**config.mk**
```make
export PLATFORM = sky130hd
export DESIGN_NAME = decode_cs_stage_flat
export DESIGN_NICKNAME = d
export VERILOG_FILES = /design/src/rtl/decode_cs_if.sv /design/src/rtl/decode_cs_stage.sv /design/src/flat_wrapper.sv
export SDC_FILE = /design/constraint.sdc
export NUM_CORES = 1
export LEC_CHECK = 0
export ABC_AREA = 1
export BUFFER_PORTS_ARGS = -buffer_cell sky130_fd_sc_hd__buf_2
export CAP_MARGIN = 20
export CORE_UTILIZATION = 50
export DETAILED_ROUTE_END_ITERATION = 12
export PLACE_DENSITY = 0.8
export SYNTH_ARGS = -nofsm -noshare
export SYNTH_HDL_FRONTEND = slang
export SYNTH_SLANG_ARGS = --single-unit
export TNS_END_PERCENT = 20
```
**constraint.sdc**
```tcl
create_clock -name clk -period 1.9 [get_ports clk]
set_input_delay 0.285 -clock clk [delete_from_list [all_inputs] [get_ports clk]]
set_output_delay 0.285 -clock clk [all_outputs]
set_load 0.1 [all_outputs]
```
**src/rtl/decode_cs_if.sv**
```systemverilog
// Decode-to-ControlStore bundle: fetch handshake, ROM address/data, and the AGEX-side latch.
// Latency: none, wiring only.
// Backpressure: carries in_ready/out_ready; the slave side owns the stall decisions.
interface decode_cs_if #(
    parameter int CS_W   = 23,
    parameter int ADDR_W = 6
);
    logic              in_valid;
    logic              in_ready;
    logic [15:0]       in_ir;
    logic [15:0]       in_npc;
    logic              flush;
    logic [ADDR_W-1:0] cs_addr;
    logic [CS_W-1:0]   cs_bits;
    logic              out_valid;
    logic              out_ready;
    logic [15:0]       out_ir;
    logic [15:0]       out_npc;
    logic [CS_W-1:0]   out_cs;

    // Environment side: fetch, ROM and AGEX.
    modport master (
        output in_valid, in_ir, in_npc, flush, cs_bits, out_ready,
        input  in_ready, cs_addr, out_valid, out_ir, out_npc, out_cs
    );

    // Decode stage side.
    modport slave (
        input  in_valid, in_ir, in_npc, flush, cs_bits, out_ready,
        output in_ready, cs_addr, out_valid, out_ir, out_npc, out_cs
    );
endinterface

```
**src/rtl/decode_cs_stage.sv**
```systemverilog
// Decode front end: drives the ControlStore address, pairs the ROM's registered word with its instruction.
// Latency: 2 cycles from accept to out_valid; sustains 1 instruction/cycle.
// Backpressure: out_ready low holds B then A (A's address is replayed); in_ready drops when both are full.
module decode_cs_stage #(
    parameter int CS_W   = 23,
    parameter int ADDR_W = 6
) (
    input  logic       clk,
    input  logic       reset,
    decode_cs_if.slave bus
);
    // Slot A: address has gone to the ROM; its word arrives on cs_bits next cycle.
    logic            a_valid;
    logic [15:0]     a_ir;
    logic [15:0]     a_npc;
    // Slot B: instruction and its captured control word, presented to AGEX.
    logic            b_valid;
    logic [15:0]     b_ir;
    logic [15:0]     b_npc;
    logic [CS_W-1:0] b_cs;

    logic b_free;
    logic a_adv;
    logic load_a;

    function automatic logic [ADDR_W-1:0] caddr(input logic [15:0] ir);
        return ADDR_W'({ir[15:12], ir[11], ir[5]});
    endfunction

    assign b_free       = !b_valid || bus.out_ready;
    assign a_adv        = a_valid && b_free && !bus.flush;
    assign bus.in_ready = !reset && !bus.flush && (!a_valid || a_adv);
    assign load_a       = bus.in_valid && bus.in_ready;

    // A new instruction gets its own address; otherwise A's address is replayed so
    // cs_bits always belongs to whatever sits in A. Forced to zero during reset.
    assign bus.cs_addr = reset  ? '0 :
                         load_a ? caddr(bus.in_ir) : caddr(a_ir);

    assign bus.out_valid = b_valid && !bus.flush;
    assign bus.out_ir    = b_ir;
    assign bus.out_npc   = b_npc;
    assign bus.out_cs    = b_cs;

    // Slot update: A->B with the ROM word, input->A; flush empties both slots.
    always_ff @(posedge clk) begin
        if (reset) begin
            a_valid <= 1'b0;
            a_ir    <= '0;
            a_npc   <= '0;
            b_valid <= 1'b0;
            b_ir    <= '0;
            b_npc   <= '0;
            b_cs    <= '0;
        end else if (bus.flush) begin
            a_valid <= 1'b0;
            b_valid <= 1'b0;
        end else begin
            if (a_adv) begin
                b_valid <= 1'b1;
                b_ir    <= a_ir;
                b_npc   <= a_npc;
                b_cs    <= bus.cs_bits;
            end else if (b_valid && bus.out_ready) begin
                b_valid <= 1'b0;
            end

            if (load_a) begin
                a_valid <= 1'b1;
                a_ir    <= bus.in_ir;
                a_npc   <= bus.in_npc;
            end else if (a_adv) begin
                a_valid <= 1'b0;
            end
        end
    end
endmodule

```
**src/flat_wrapper.sv**
```systemverilog
// flat-port wrapper written by rule: the top's interface ports become plain ports
module decode_cs_stage_flat 
#(
    parameter int CS_W   = 23,
    parameter int ADDR_W = 6
)
  (clk, reset, bus_in_valid, bus_in_ir, bus_in_npc, bus_flush, bus_cs_bits, bus_out_ready, bus_in_ready, bus_cs_addr, bus_out_valid, bus_out_ir, bus_out_npc, bus_out_cs);
  decode_cs_if #(.CS_W(CS_W), .ADDR_W(ADDR_W)) bus_i ();
  input  logic clk;
  input  logic reset;
  input wire logic [$bits(bus_i.in_valid)-1:0] bus_in_valid;
  input wire logic [$bits(bus_i.in_ir)-1:0] bus_in_ir;
  input wire logic [$bits(bus_i.in_npc)-1:0] bus_in_npc;
  input wire logic [$bits(bus_i.flush)-1:0] bus_flush;
  input wire logic [$bits(bus_i.cs_bits)-1:0] bus_cs_bits;
  input wire logic [$bits(bus_i.out_ready)-1:0] bus_out_ready;
  output wire logic [$bits(bus_i.in_ready)-1:0] bus_in_ready;
  output wire logic [$bits(bus_i.cs_addr)-1:0] bus_cs_addr;
  output wire logic [$bits(bus_i.out_valid)-1:0] bus_out_valid;
  output wire logic [$bits(bus_i.out_ir)-1:0] bus_out_ir;
  output wire logic [$bits(bus_i.out_npc)-1:0] bus_out_npc;
  output wire logic [$bits(bus_i.out_cs)-1:0] bus_out_cs;
  assign bus_i.in_valid = bus_in_valid;
  assign bus_i.in_ir = bus_in_ir;
  assign bus_i.in_npc = bus_in_npc;
  assign bus_i.flush = bus_flush;
  assign bus_i.cs_bits = bus_cs_bits;
  assign bus_i.out_ready = bus_out_ready;
  assign bus_in_ready = bus_i.in_ready;
  assign bus_cs_addr = bus_i.cs_addr;
  assign bus_out_valid = bus_i.out_valid;
  assign bus_out_ir = bus_i.out_ir;
  assign bus_out_npc = bus_i.out_npc;
  assign bus_out_cs = bus_i.out_cs;
  decode_cs_stage #(.CS_W(CS_W), .ADDR_W(ADDR_W)) u_core (.clk(clk), .reset(reset), .bus(bus_i));
endmodule
```
==> key figures <==
STA
  • Final hold viol count: 0
  • Final min period: about 1900 ps
  • RSZ-0062 raised after global routing: yes
  • Final Slew Violations: 0
  • Final setup fails: 0
  • Worst-Margin Slew: 505.0 ps
  • Slew Limit Headroom: 66.57%
  • Final Skew: 10.12 ps
  • Final worst-path cycle share: 98.87%
  • Fmax: 532.3 MHz

Setup path
  • CP Buf/Inv Count: 3
  • Worst-path fanout max: 7
  • Crit Path Category: reg -> out
  • Crit-path max cell delay: 350 ps
  • Crit path capture type: output pin
  • Critical Path AT: 1590 ps
  • CP max-delay cell: dfxtp_4
  • Most common cell type on the critical path: inv_2
  • Worst r2r src: u_core.a_valid$_SDFFE_PP0P_
  • CP Launch Point: u_core.a_valid$_SDFFE_PP0P_
  • CP required: around 1600 ps
  • Critical path launch point type: flip-flop
  • CP cell instances: inv_2 > nor2_2 > nand2_2 > nand2_4 > nand3_4 > nand2_1 > inv_2 > nor2_4 > buf_12
  • Crit path max-delay family: simple AND/OR/NAND/NOR gates

Final layout
  • Layout cells sized above 1: 29.12%
  • Fill cells: 614
  • Register area: 1787 µm²
  • Area of the multi-input gates: 1318 µm²
  • Finished Layout Cells: 721
  • Commonest non-fill, non-tap cell in the layout: buf_2
  • Most frequent cells in the layout: buf_2 (115), inv_1 (95), dfxtp_1 (87)
  • Area Growth Syn to Fin: 31.21%
  • Final #Nets: 680
  • Post-layout util: 68.22%
  • Number of antenna diodes: 0

Global routing
  • Gr usage total: 23.96%
  • Largest net degree at the start of global routing: between 60 and 70
  • Vias in the first global route: 3172
  • Overflow left after global routing: 0
  • First-pass GRT wire length: 13990 µm
  • Initial antenna violation count: 0

Floorplanning
  • Site row count: 30
  • Chip height: approximately 86 µm
  • Die Area: 7445 µm²
  • Core Region: ~7000 µm²
  • Starting Density: 52.00%
  • Die width: 86.29 µm
  • Io pins: 123

Worst hold path
  • Hold Startpoint: bus_cs_bits[20]
  • Hold Path Class: in -> reg

Route
  • Via count: roughly 3400
  • DRT iter0 DRCs: 151
  • Routed WL: 8507 µm
  • Remaining DRCs: 0
  • Via-to-Cell Ratio: 4.759
  • DRT antenna net count: 0
  • Number of detailed-route iterations in the first pass: 4
  • Wire per inst: 11.80 µm

Power and ir drop
  • Flop pwr share: 52.3%
  • Pwr Density: 794.5 nW/µm²
  • NetSw: 0.001121 W
  • Clk network pwr share: 31.3%
  • Power Internal: 0.002582 W
  • Max VDD drop: 0.4292 mV
  • Switching part of the total: 30.27%
  • Combinational Power Share: between 10% and 20%
  • Pleak: between 2 and 2.5 nW

Clocking
  • CTS tree: built
  • Max Buffers Root-to-Sink: 2
  • CTS Hold Bufs: 0
  • Clock Sinks: 89
  • Total clock buffers created by CTS: 9
  • Root Driver: clkbuf_8
  • CTS HTree Levels: 3
  • Clock Latency Late Sink: 350 ps
  • Worst-path clk slew: 90 ps

Yosys
  • Syn nets: 561
  • Synth cell types: 14
  • Syn_area_per_cell: just over 7 µm²
  • Synthesized cell area: approximately 3600 µm²
  • Ys Warns: 0
  • Synth Instances: 501
  • #FFs+latches synth: 89
  • Sequential share of the synthesized area: 50.16%

Placed design
  • HPWL Detailed: 5769 µm
  • Port Buf Inserts: between 100 and 150
  • Routability cong.: approximately 0.8
  • Placed Instances: 700

Status
  • Status: finished, final reports clean

Run
  • Maxcap violations: 0
routing by layer:
metal	track usage, %	up-vias	share of wire, %
met1	29.09	1530	44
met5	0	-	0
met2	40.26	125	46
li1	-	1768	-
met4	10.00	0	1.0
met3	6.381	8	8.9
power groups by stage:
stage,combinational (W),sequential (W),clock [W]
2_1_floorplan,0.000276,0.00213,0
3_3_place_gp,0.000582,0.00198,0
3_5_place_dp,0.000589,0.00198,0
4_1_cts,0.000600,0.00194,0.00119
5_1_grt,0.000662,0.00194,0.00124
6_report,0.000606,0.00194,0.00116
cells in the mapped netlist:
| master | count | area (µm²) |
|---|---|---|
| buf_1 | 2 | 7.510 |
| nor2_2 | 1 | 6.260 |
| nor2_1 | 86 | 322.8 |
| nand4_1 | 32 | 200.2 |
| a21oi_1 | 35 | 175.2 |
| clkbuf_1 | 17 | 63.81 |
| buf_2 | 14 | 70.07 |
| dfxtp_1 | 89 | 1782 |
| nand2_1 | 65 | 244.0 |
| inv_1 | 101 | 379.1 |
| nand2_2 | 2 | 12.51 |
| nand3_2 | 1 | 10.01 |
| o21ai_0 | 55 | 275.3 |
| inv_2 | 1 | 3.750 |
final timing paths:
path / end / slack [ps] / depth (start not counted)
max: bus_cs_addr[2] / 20 / 9
min: u_core.bus.out_cs[20]$_SDFFE_PP0P_ / 180 / 3
max reg2reg: u_core.a_npc[13]$_SDFFE_PP0P_ / 370 / 11
min reg2reg: u_core.bus.out_npc[12]$_SDFFE_PP0P_ / 450 / 2
final cells by class:
class,instances,area share [%]
Multi-Input combinational cell,277,28.27
Clock buffer,10,2.738
Timing Repair Buffer,141,18.95
Inverter,102,8.215
Clock inverter,6,0.9128
Sequential cell,89,38.34
Tap cell,96,2.577
state kept, by name (all words and copies together), names as in the netlist:
name and count:
u_core.bus.out_cs 23, u_core.a_ir 16, u_core.bus.out_ir 16, u_core.bus.out_npc 16
u_core.a_npc 16, u_core.b_valid 1, u_core.a_valid 1
worst reg2reg max path: stages, from the launching register on:
cell and delay [ps]:
dfxtp_4 350, inv_2 40, nor2_2 80, nand2_2 80
nand2_4 100, nand3_4 120, buf_4 180, buf_4 120
buf_4 190, nand2_1 80, inv_1 30, nor2_1 100
repair_timing:
| item | CTS | global route |
|---|---|---|
| buffers inserted | 3 | 2 |
| resized for setup | 10 | 6 |
| setup endpoints to repair | 6 | 6 |
| pin swaps | 9 | 6 |
stage by stage:
step	setup TNS [ps]	setup slack [ps]	hold slack (ps)	power [W]	instance area, µm²
6_report	0	21.44	178.5	0.003703	4661
5_1_grt	-280.7	-53.01	191.2	0.003849	4661
4_1_cts	0	3.231	160.9	0.003728	4634
3_5_place_dp	0	158.1	442.1	0.002572	4405
3_3_place_gp	0	181.6	435.0	0.002562	4405
2_1_floorplan	-397.8	-132.1	429.7	0.002402	3591
cells by family after synthesis:
logic type	share of synthesized area, %
and+or+nand+nor	22.40
AOI/OAI and AO/OA	12.68
buffers and inverters	14.76
DFF	50.16
No activity file was read; power rests on OpenSTA's default activity.
